### src/rtl/imm_gen_pipe.sv
// imm_gen_pipe: opcode-driven immediate decoder feeding a DEPTH-entry valid/ready FIFO.
// Optional ZICSR_IMM_EN macro enables the Z-type (CSR zimm) decode.
module imm_gen_pipe #(
   parameter int XLEN  = 32,
   parameter int DEPTH = 2
) (
   input  logic                     clk,
   input  logic                     rst_n,
   input  logic                     in_valid,
   output logic                     in_ready,
   input  logic [31:0]              ins,
   input  logic                     flush,
   output logic                     out_valid,
   input  logic                     out_ready,
   output logic [XLEN-1:0]          imm,
   output logic [2:0]               imm_type,
   output logic                     illegal,
   output logic [$clog2(DEPTH):0]   count,
   output logic [15:0]              ill_cnt
);
   localparam int AW = $clog2(DEPTH);
   localparam int CW = AW + 1;
   logic [XLEN+3:0] mem [DEPTH];
   logic [AW-1:0]   wptr, rptr;
   logic [31:0]     d32;
   logic [XLEN-1:0] dimm;
   logic [2:0]      dtyp;
   logic            dill;
   logic [6:0]      op;
   logic [2:0]      f3;
   logic [5:0]      shamt;
   logic            push, pop;
   assign op    = ins[6:0];
   assign f3    = ins[14:12];
   assign shamt = (XLEN == 64) ? ins[25:20] : {1'b0, ins[24:20]};
   always_comb begin
      d32  = '0;
      dtyp = 3'd7;
      dill = 1'b0;
      case (op)
         7'b0110111, 7'b0010111: begin d32 = {ins[31:12], 12'b0}; dtyp = 3'd4; end
         7'b1101111: begin d32 = {{11{ins[31]}}, ins[31], ins[19:12], ins[20], ins[30:21], 1'b0}; dtyp = 3'd5; end
         7'b1100111, 7'b0000011, 7'b0010011, 7'b1110011: begin d32 = {{20{ins[31]}}, ins[31:20]}; dtyp = 3'd1; end
         7'b0100011: begin d32 = {{20{ins[31]}}, ins[31:25], ins[11:7]}; dtyp = 3'd2; end
         7'b1100011: begin d32 = {{19{ins[31]}}, ins[31], ins[7], ins[30:25], ins[11:8], 1'b0}; dtyp = 3'd3; end
         7'b0110011: dtyp = 3'd0;
         default: dill = 1'b1;
      endcase
      // shift immediates carry only the shamt field, never the funct7 bits
      dimm = (op == 7'b0010011 && f3[1:0] == 2'b01) ? XLEN'(shamt) : XLEN'($signed(d32));
`ifdef ZICSR_IMM_EN
      if (op == 7'b1110011 && f3[2]) begin
         dimm = XLEN'(ins[19:15]);
         dtyp = 3'd6;
      end
`endif
   end
   assign in_ready  = count < CW'(DEPTH);
   assign out_valid = count != '0;
   assign push      = in_valid & in_ready & ~flush;
   assign pop       = out_valid & out_ready & ~flush;
   always_ff @(posedge clk or negedge rst_n) begin
      if (!rst_n) begin
         wptr    <= '0;
         rptr    <= '0;
         count   <= '0;
         ill_cnt <= '0;
      end else if (flush) begin
         wptr  <= '0;
         rptr  <= '0;
         count <= '0;
      end else begin
         wptr  <= wptr + AW'(push);
         rptr  <= rptr + AW'(pop);
         count <= count + CW'(push) - CW'(pop);
         if (push && dill && ill_cnt != 16'hFFFF) ill_cnt <= ill_cnt + 16'd1;
      end
   end
   always_ff @(posedge clk) begin
      if (push) mem[wptr] <= {dimm, dtyp, dill};
   end
   assign {imm, imm_type, illegal} = out_valid ? mem[rptr] : '0;
endmodule

### config.mk
export PLATFORM = sky130hd
export DESIGN_NAME = imm_gen_pipe
export DESIGN_NICKNAME = d
export VERILOG_FILES = /design/src/rtl/imm_gen_pipe.sv
export SDC_FILE = /design/constraint.sdc
export NUM_CORES = 1
export LEC_CHECK = 0
export CELL_PAD_IN_SITES_DETAIL_PLACEMENT = 1
export CELL_PAD_IN_SITES_GLOBAL_PLACEMENT = 1
export CORE_MARGIN = 10
export CORE_UTILIZATION = 43
export DETAILED_ROUTE_END_ITERATION = 6
export PLACE_DENSITY = 0.85
export SLEW_MARGIN = 25
export SYNTH_ARGS = -nofsm -noshare
export SYNTH_HDL_FRONTEND = slang
export SYNTH_SLANG_ARGS = --single-unit
### constraint.sdc
create_clock -name clk -period 4.8 [get_ports clk]
set_input_delay 0.48 -clock clk [delete_from_list [all_inputs] [get_ports clk]]
set_output_delay 0.48 -clock clk [all_outputs]
set_load 0.01 [all_outputs]
After elaboration in Yosys (flattened, before gate mapping)
Memory sizes are Yosys's and may differ from the RTL's.
Index checks and enable logic that the tools add are counted.
- $add $sub $neg: 5
- magnitude comparators: 1
- eq/ne operators: 12
- muxes and demuxes: 10
- bitwise gates (word level): 5
- reduce and logical (&&, ||, !) cells: 8
- operators by type and width (kind ; count):
    32-bit one-hot mux with 5 select lines ; 1
    36-bit two-way mux ; 1
    32-bit two-way mux ; 1
    7-bit equality test, second input constant ; 4
    7-bit by 6-bit equality test with 1-bit output, second input constant ; 3
    3-bit one-hot mux with 6 select lines ; 1
    16-bit by 1-bit adder with 16-bit output, second input constant ; 1
    16-bit inequality test, second input constant ; 1
    7-bit by 5-bit equality test with 1-bit output, second input constant ; 2
    10-bit OR reduction ; 1
    7-bit by 2-bit equality test with 1-bit output, second input constant ; 1
    1-bit two-way mux ; 5
    1-bit bitwise AND ; 4
    4-bit OR reduction ; 1
    1-bit logical AND ; 3
    1-bit adder ; 2
    2-bit by 1-bit adder with 2-bit output ; 1
    2-bit by 1-bit equality test with 1-bit output, second input constant ; 1
    2-bit less-than comparator, second input constant ; 1
    2-bit two-way mux ; 1
    2-bit AND reduction ; 1
    2-bit nonzero test ; 1
    2-bit OR reduction ; 1
    2-bit by 1-bit subtractor with 2-bit output ; 1
    1-bit NOT ; 1
- bits in registers: 20
- RAM bits: 72
- input bits: 37
- logic and storage cells: 46
- memories kept: 1
- memories (memory ; words ; bits a word ; rd ports ; clocked after Yosys merged registers in ; write ports ; line ; source):
    mem ; 2 ; 36 ; 1 ; 0 ; 1 ; 23 ; logic [XLEN+3:0] mem [DEPTH];

Depth between registers and ports, before layout
- word-level depth: 6
- mapped depth: 10
- mapped depth without buffers: 10

Worst setup path after synthesis
No wires, ideal clock.
- kind: input port to flip-flop
- from: input port flush
- to: memory mem[1][0] (netlist name) (enable)
- library setup time: 0.397 ns
- arrival time: 1.684 ns
- slack: 2.720 ns
- stages on the path: 4
- buffers on the path: 0
- path through: nor2_1 -> nand2_1 -> inv_1 -> ha_1
- longest elaborated chain between the ends: 4
- RTL lines (item ; line ; source):
    from (decl) ; 12 ; input logic flush,
    1-bit NOT (no line) ; - ;
    1-bit bitwise AND ; 60 ; assign push = in_valid & in_ready & ~flush;
    1-bit two-way mux ; 80 ; if (push) mem[wptr] <= {dimm, dtyp, dill};
    1-bit two-way mux (not written as such) ; 80 ;
    to (decl) ; 23 ;
No other way between the ends.

Worst setup path after layout
- from: register rptr
- to: output port imm[12]
- longest elaborated chain between the ends: 2
- RTL lines (item ; line ; source):
    from (decl) ; 24 ; logic [AW-1:0] wptr, rptr;
    from (signal assigned) ; 74 ; rptr <= rptr + AW'(pop);
    memory 2 x 36 bit ; - ;
    36-bit two-way mux ; 82 ; assign {imm, imm_type, illegal} = out_valid ? mem[rptr] : '0;
    to (decl) ; 15 ; output logic [XLEN-1:0] imm,
No other way between the ends.

==> flow_metrics.env <==
export IMPL_yosys_top_cell_area_share=0.5054
export IMPL_clock_tree_buffer_depth=2
export IMPL_postSynthAreaPerCell_um2=12.19
export IMPL_postSynthCellCount=351
export IMPL_grt_pass1_vias=3331
export IMPL_groute_usage_overall=0.1564
export IMPL_drtIter0Drc=184
export IMPL_placed_cells=561
export IMPL_internal_power_w=0.001526
export IMPL_slew_viol_final=0
export IMPL_worstPathBufferInverterCount=1
export IMPL_ctsResizeCount=0
export IMPL_post_place_ws_ns=1.992
export IMPL_grt_start_max_net_pins=38
export IMPL_post_cts_buffers=0
export IMPL_post_synth_num_cell_types=40
export IMPL_remaining_drc_errors=0
export IMPL_power_switching_w=0.0006218
export IMPL_timing_clock_skew_ns=0.01280
export IMPL_fp_dieH_um=119.7
export IMPL_report_final_hold_viol_count=0
export IMPL_die_width_um=119.7
export IMPL_drt_wl_total_mm=11.12
export IMPL_insertedDiodeCount=0
export IMPL_critical_path_cell_chain="mux2i_1 > nor2_1 > clkdlybuf4s50_1"
export IMPL_power_switching_share=0.2895
export IMPL_clock_tree_htree_level_count=3
export IMPL_synth_area_top_cells="sky130_fd_sc_hd__edfxtp_1 51%, sky130_fd_sc_hd__dfrtp_1 12%, sky130_fd_sc_hd__mux2i_1 8.4%"
export IMPL_clock_fmax_mhz=377.4
export IMPL_status="complete, no violations"
export IMPL_route_vias_total=2995
export IMPL_worst_setup_path_category="register to output pin"
export IMPL_final_setup_violation_count=0
export IMPL_ir_drop_uv=162.8
export IMPL_final_min_clock_period_ns=2.650
export IMPL_clock_latency_ns=0.35
export IMPL_grt_overflow_total=0
export IMPL_power_combinational_fraction=0.266
export IMPL_fillCellCount=1010
export IMPL_crit_path_start="rptr$_DFF_PN0_"
export IMPL_slew_headroom=0.3598
export IMPL_cts_hold_buf=0
export IMPL_cp_top_family="flip-flops"
export IMPL_timing_final_crit_share=0.5521
export IMPL_tritoncts_num_sinks=92
export IMPL_layoutNonFillerInstCount=577
export IMPL_initial_utilization=0.4397
export IMPL_grt_first_pass_wirelength_mm=17.94
export IMPL_number_of_enable_flip_flop_cells_after_synthesis=72
export IMPL_final_net_count=481
export IMPL_hold_worst_slack_ns=0.06467
export IMPL_power_sequential_fraction=0.472
export IMPL_synth_fp_nets=393
export IMPL_drt_pre_antenna_iters=4
export IMPL_timing_hold_worst_class="primary input to async pin"
export IMPL_rr_startpoint="count[1]$_DFF_PN0_"
export IMPL_asyncSetResetFlopFracSynth=0.2174
export IMPL_syn_area_um2=4278
export IMPL_ys_dominant_reg_cell="sky130_fd_sc_hd__edfxtp_1"
export IMPL_per_cell_routed_wire_length_um=19.28
export IMPL_clock_tree_from_tritoncts="built"
export IMPL_cts_reportedPaths_clkPinSlew_ns=0.10
export IMPL_end_kind="output pin"
export IMPL_synth_ff_latch_count=92
export IMPL_placement_rows=36
export IMPL_crit_slowest_cell="sky130_fd_sc_hd__dfrtp_4"
export IMPL_place_gp_congestion=0.7935
export IMPL_p_per_area_nw_per_um2=389.3
export IMPL_synth_warning_count=0
export IMPL_power_leakage_nw=1.856
export IMPL_grt_antenna_before_repair=0
export IMPL_timing_max_cap_violations=0
export IMPL_critPathMaxStageDelay_ns=0.87
export IMPL_numPortBuffers=92
export IMPL_clock_power_share=0.262
export IMPL_hpwl_mm=8.194
export IMPL_placeableCoreArea_um2=9729
export IMPL_yosysSeqAreaShare=0.6224
export IMPL_vias_per_cell=5.191
export IMPL_layout_drive_gt1_share=0.07207
export IMPL_critPathArrivalTime_ns=2.17
export IMPL_cts_made_buffers=9
export IMPL_ant_nets=0
export IMPL_rsz0062_at_grt="no"
export IMPL_worst_tran_pin_value_ns=0.9604
export IMPL_post_synthesis_cell_type_with_the_largest_combined_area="sky130_fd_sc_hd__edfxtp_1"
export IMPL_final_setup_worst_slack_ns=2.150
export IMPL_highest_fanout_seen_on_the_critical_path=37
export IMPL_fp_dieArea_um2=14340
export IMPL_area_growth_pct=28.96
export IMPL_pin_count=93
export IMPL_timing_critical_path_required_ns=4.32
export IMPL_fin_setup_tns_ns=0
export IMPL_crit_path_start_kind="register"
export IMPL_clock_tree_root_cell="sky130_fd_sc_hd__clkbuf_8"
## power by group through the flow
stage	Clock, W	Sequential, W	Combinational, W
after detailed placement	0	0.00103	0.000587
after global routing	0.000605	0.00102	0.000620
final	0.000563	0.00101	0.000572
after CTS	0.000569	0.00101	0.000590
after global placement	0	0.00102	0.000565
after floorplan	0	0.000996	0.000285
## final timing paths
path / slack, ns / to / cells after the start
min in group clk: 0.53 / ill_cnt[10]$_DFFE_PN0P_ / 1
max reg2reg: 2.60 / count[1]$_DFF_PN0_ / 11
min: 0.06 / ill_cnt[3]$_DFFE_PN0P_ / 1
min reg2reg: 0.53 / ill_cnt[10]$_DFFE_PN0P_ / 1
max in group asynchronous: 4.36 / rptr$_DFF_PN0_ / 1
max: 2.15 / imm[12] / 3
## cell type report
cell class	count	area, um^2	share of cell area
clock inverter	6	88.84	0.01610
inverter	11	41.29	0.007485
clock buffer	10	127.6	0.02313
timing repair buffer	94	930.9	0.1687
tap	133	166.4	0.03017
sequential	92	2666	0.4833
multi-input combinational	231	1495	0.2710
## metal layers
layer | track usage | vias to the layer above | wire (um)
li1 | - | 1427 | -
met1 | 0.1841 | 1479 | 4585
met2 | 0.2779 | 80 | 5896
met3 | 0.03657 | 9 | 491
met4 | 0.04525 | 0 | 149
met5 | 0 | - | 0
## per-stage QoR
stage	utilization	total power [W]	area, um^2
after CTS	0.5673	0.002172	5519
after detailed placement	0.5450	0.001617	5303
after floorplan	-	0.001281	4278
final	0.5670	0.002148	5517
after global placement	0.5450	0.001588	5303
after global routing	0.5670	0.002250	5517
## flip-flops by register name (all words and copies together), names as in the netlist
| register | count |
|---|---|
| ill_cnt | 16 |
| mem | 72 |
| count | 2 |
| rptr | 1 |
| wptr | 1 |
## layout by cell type, fill, tap and decap left out, drive strengths merged, types with 4 or more instances in the layout
| master | n |
|---|---|
| clkdlybuf4s50 | 91 |
| edfxtp | 72 |
| nor2 | 50 |
| mux2i | 36 |
| nand2 | 32 |
| a21oi | 23 |
| dfrtp | 20 |
| xnor2 | 17 |
| nand3 | 13 |
| inv | 11 |
| clkbuf | 10 |
| nand4 | 8 |
| and2 | 7 |
| ha | 5 |
| a22o | 4 |
## Yosys cell counts, drive strengths merged, types with 2 or more instances
cell type and n:
a22o 4, ha 5, and2 7, a21oi 23, mux2 3, inv 11
xnor2 17, mux2i 36, nand3 13, o22ai 2, nand3b 2, nor2b 3
and4 3, dfrtp 20, o21ai 3, nand2 32, and3 3, a31oi 2
nand4 8, xor2 2, or2 3, nor2 50, buf 9, edfxtp 72
clkbuf 8
## logic make-up after synthesis
family	count (synthesis)	synth area share
AOI/OAI and AO/OA	39	0.05820
xor gates and xnor gates	19	0.04066
adders and majority gates	5	0.01462
buffers and inverters	28	0.02983
DFF	92	0.6224
muxes	39	0.09213
and+or+nand+nor	129	0.1422
Note: power is estimated with default switching activity, not from simulation.
